===== config.mk =====
export PLATFORM = sky130hd
export DESIGN_NAME = legv8_alu
export DESIGN_NICKNAME = d
export VERILOG_FILES = /design/src/rtl/legv8_alu.sv
export SDC_FILE = /design/constraint.sdc
export NUM_CORES = 1
export LEC_CHECK = 0
export BUFFER_PORTS_ARGS = -buffer_cell sky130_fd_sc_hd__buf_2
export CELL_PAD_IN_SITES_DETAIL_PLACEMENT = 1
export CELL_PAD_IN_SITES_GLOBAL_PLACEMENT = 1
export CORE_ASPECT_RATIO = 1.25
export CORE_UTILIZATION = 41
export DETAILED_ROUTE_END_ITERATION = 8
export PLACE_DENSITY_LB_ADDON = 0.25
export SLEW_MARGIN = 20
export SYNTH_ARGS = -nofsm -noshare
export SYNTH_HDL_FRONTEND = slang
export SYNTH_SLANG_ARGS = --single-unit
export TNS_END_PERCENT = 5

===== constraint.sdc =====
create_clock -name clock -period 6.8 [get_ports clock]
set_input_delay 1.7 -clock clock [delete_from_list [all_inputs] [get_ports clock]]
set_output_delay 1.7 -clock clock [all_outputs]
set_load 0.1 [all_outputs]

===== src/rtl/legv8_alu.sv =====
// 64-bit LEGv8 execute-stage ALU with registered result and {V,C,N,Z} flags.
// Optional build macro LEGV8_ALU_ASR_EN turns FS[4:2]=110 into an arithmetic shift right.
module legv8_alu (
  input  logic        clock,
  input  logic        reset_n,
  input  logic [63:0] A,
  input  logic [63:0] B,
  input  logic [4:0]  FS,
  input  logic        C0,
  output logic [63:0] F,
  output logic [3:0]  status
);

  localparam int unsigned W = 64;

  localparam logic [2:0] OP_AND = 3'b000;
  localparam logic [2:0] OP_OR  = 3'b001;
  localparam logic [2:0] OP_ADD = 3'b010;
  localparam logic [2:0] OP_XOR = 3'b011;
  localparam logic [2:0] OP_LSL = 3'b100;
  localparam logic [2:0] OP_LSR = 3'b101;
  localparam logic [2:0] OP_ASR = 3'b110;

  logic [W-1:0] a2;
  logic [W-1:0] b2;
  logic [W:0]   sum;
  logic [5:0]   shamt;
  logic [W-1:0] result;
  logic         carry;
  logic         ovf;

  assign a2    = FS[1] ? ~A : A;
  assign b2    = FS[0] ? ~B : B;
  assign sum   = {1'b0, a2} + {1'b0, b2} + {64'd0, C0};
  assign shamt = B[5:0];

  // Result mux; every select code maps to a defined value.
  always_comb begin
    result = '0;
    carry  = 1'b0;
    ovf    = 1'b0;
    case (FS[4:2])
      OP_AND: result = a2 & b2;
      OP_OR:  result = a2 | b2;
      OP_ADD: begin
        result = sum[W-1:0];
        carry  = sum[W];
        ovf    = (a2[W-1] == b2[W-1]) && (sum[W-1] != a2[W-1]);
      end
      OP_XOR: result = a2 ^ b2;
      OP_LSL: result = A << shamt;
      OP_LSR: result = A >> shamt;
`ifdef LEGV8_ALU_ASR_EN
      OP_ASR: result = $unsigned($signed(A) >>> shamt);
`else
      OP_ASR: result = '0;
`endif
      default: result = '0;
    endcase
  end

  always_ff @(posedge clock) begin
    if (!reset_n) begin
      F      <= '0;
      status <= 4'b0000;
    end else begin
      F      <= result;
      status <= {ovf, carry, result[W-1], (result == '0)};
    end
  end

endmodule


==> results.tsv <==
metric	value	unit
Worst Hold Class	input port to register	
Static Leak	9.461	nW
CORE AREA	0.04613	mm²
Peak VDD IR	115.9	µV
largest area contributor in the netlist	mux4_2	
Mapped Area	0.01912	mm²
NetSw	2.320	mW
Final setup viols	0	
Least-Margin Pin Slew	1209	ps
XOR/XNOR Fraction of Synth Area	0.07282	
die area	0.04751	mm²
RSZ-0062 raised after global routing	false	
Reg power frac	0.110	
yosys warns	0	
Post-DP Area	0.02123	mm²
sequential fraction of the synthesis area	0.07014	
Setup Fix Bufs, Post-CTS	0	
failing checks	design-rule violations	
Synth top cells by count	284 x nand2_1, 208 x nor2_1, 194 x a21oi_1	
CP Max Fanout	30	
Critical Path Start Type	input port	
mux cell area share after synthesis	0.2308	
Setup WS pre-CTS	-375.0	ps
CP Cell Sequence	buf_4 > buf_12 > xor2_1 > ha_1 > nand2_1 > nor2_1 > a211oi_1 > o221ai_1 > a31oi_1 > buf_4 > xnor2_1 > a221o_1 > nor4_1 > nand4b_1 > nor4_2 > nand3_1 > nor4_2	
drt total wl	121.4	mm
CP max stage delay	860	ps
Placed Cells	3321	
I/O Buffers	203	
clk sinks	67	
compound-cell area share of the yosys netlist	0.2561	
fraction of the mapped netlist area in adder cells	0.08584	
Reg area	0.001341	mm²
FILL cells	5840	
post-synth net total	2875	
status	complete, but fails checks	
global-route usage over all layers	0.5011	
Cells after Synth	2609	
Levels on crit path	17	
Clock power frac	0.143	
chip height	243.5	µm
Layout area overhead	13.08	%
design area	0.02162	mm²
largest net degree at the start of global routing	85	
Post-synth EDFFs	0	
Yosys reg bits	67	
FMAX	149.7	MHz
Final WS setup	119.0	ps
layout cell share with drive strength beyond 1	0.2139	
1st-iter DRT viols	2688	
setup TNS	0	ps
vias post-DR	23927	
Cell variety after synth	88	
Die W	195.2	µm
CP Data Required Time	7070	ps
slew margin rel.	0.1855	
Via density	7.157	
Syn Area/Cell	7.330	µm²
drc violations	1	
Initial Util	0.4145	
sw frac	0.5760	
CTS Root Buffer Type	clkbuf_16	
initial antenna violation count	11	
CTS Buf Count	9	
top_reg_cell synth	dfxtp_1	
drt wl/cell	36.32	µm
row count	88	
CP bufs+invs	3	
DRT Pass-1 Iters	8	
critical path's top delay family	simple AND/OR/NAND/NOR gates	
first-pass GRT wire length	171.4	mm
clk slew on worst S/H paths	60	ps
H-tree Lvls	3	
Hold Path Stages	5	
crit end category	register	
Multi-input gate area	0.01620	mm²
fin crit period	6681	ps
CTS Buffer Depth	2	
Yosys top cell area share	0.1272	
Pins Over Slew Limit	0	
Ports	204	
Internal	1.707	mW
critical path class	input port to register	
RD Place Congestion	1.094	
max-cap check violation count	0	
Comb power frac	0.747	
vias in the first global route	23832	
CTS tree	done	
CP arrival	6960	ps
Async SR Flop Fraction	0	
Final Cycle Share	0.9825	
ANT nets after route	0	
final non-filler cell total	3343	
slowest cell on the critical path	xor2_1	
Pwr Density	186.2	mW/mm²
post-layout net count	3014	
top-count cell post-synth	nand2_1	
grt total ovfl	0	
Pwr Total	4.027	mW
post-synthesis simple-gate area fraction	0.1992	
largest family of logic cells by synthesized area	compound AO/OA/AOI/OAI gates	
ranking of synthesized cells by area	mux4_2 13%, ha_1 8.4%, dfxtp_1 7.0%	
detailed-placement wirelength estimate	96.25	mm
Hold Fails Final Rpt	0	
==> layout make-up <==
class | instances | area share
multi-input cells | 2139 | 0.7492
clock buffers | 9 | 0.01041
clock inverters | 7 | 0.005786
diodes | 5 | 0.0005786
repair buffers | 374 | 0.1107
inverters | 157 | 0.02737
well taps | 585 | 0.03385
flip-flops and latches | 67 | 0.06203
==> power by group through the flow <==
stage | Clock (mW) | Sequential (mW) | Combinational [mW]
after detailed placement | 0 | 0.451 | 2.86
after global routing | 0.586 | 0.445 | 3.10
final | 0.577 | 0.442 | 3.01
after global placement | 0 | 0.450 | 2.82
after floorplan | 0 | 0.748 | 1.50
after CTS | 0.581 | 0.443 | 2.88
==> placed cells by master, fill, tap and decap left out, types with 17 or more instances in the layout <==
| cell type | instances |
|---|---|
| a211oi_1 | 82 |
| a21o_1 | 19 |
| a21oi_1 | 194 |
| a221oi_1 | 17 |
| and2_1 | 40 |
| buf_2 | 198 |
| buf_4 | 169 |
| dfxtp_1 | 67 |
| ha_1 | 128 |
| inv_1 | 153 |
| mux2_2 | 54 |
| mux2i_1 | 121 |
| mux4_2 | 108 |
| nand2_1 | 284 |
| nand3_1 | 39 |
| nand4_1 | 49 |
| nor2_1 | 208 |
| nor2b_1 | 39 |
| nor3_1 | 40 |
| o211ai_1 | 35 |
| o21ai_0 | 126 |
| o22ai_1 | 72 |
| xnor2_1 | 19 |
| xor2_1 | 140 |
==> cell families (layout without fill, tap and decap cells) <==
family	count (synthesis)	in the layout
xor+xnor	159	159
other cells	0	5
flops	67	67
buf+inv	403	547
fa+ha+maj	130	130
simple gates	808	808
mux	296	296
compound gates	746	746
==> state kept, by name, indices dropped and copies added (netlist names) <==
register and cells:
F 64, status 3
==> worst min-delay path, delay by kind of cell <==
kind                       cells  cell delay [ps]
adders and majority gates      1              210
AOI/OAI and AO/OA              1               50
buffers and inverters          2              140
xor gates and xnor gates       1               80
==> per-stage QoR <==
step / utilization / hold WS, ps
2_1_floorplan: - / 2013
3_3_place_gp: 0.4601 / 2237
3_5_place_dp: 0.4602 / 2250
4_1_cts: 0.4678 / 1865
5_1_grt: 0.4686 / 1901
6_report: 0.4687 / 1870
==> what timing repair did <==
item	4_1_cts	5_1_grt
gates resized for setup	0	3
endpoints found under the setup margin	0	1
hold buffers	0	0
==> worst paths after layout <==
check | start | endpoint
worst max-delay path | FS[1] | status[0]$_SDFF_PN0_
worst min-delay path | B[63] | status[2]$_SDFF_PN0_
==> routing by layer <==
| layer | vias up | share of wire | global-route usage |
|---|---|---|---|
| li1 | 9869 | - | - |
| met1 | 11695 | 0.34 | 0.5464 |
| met2 | 1685 | 0.45 | 0.7960 |
| met3 | 668 | 0.090 | 0.1156 |
| met4 | 10 | 0.12 | 0.4863 |
| met5 | - | 0.00055 | 0 |
(Power assumes the default switching activity.)
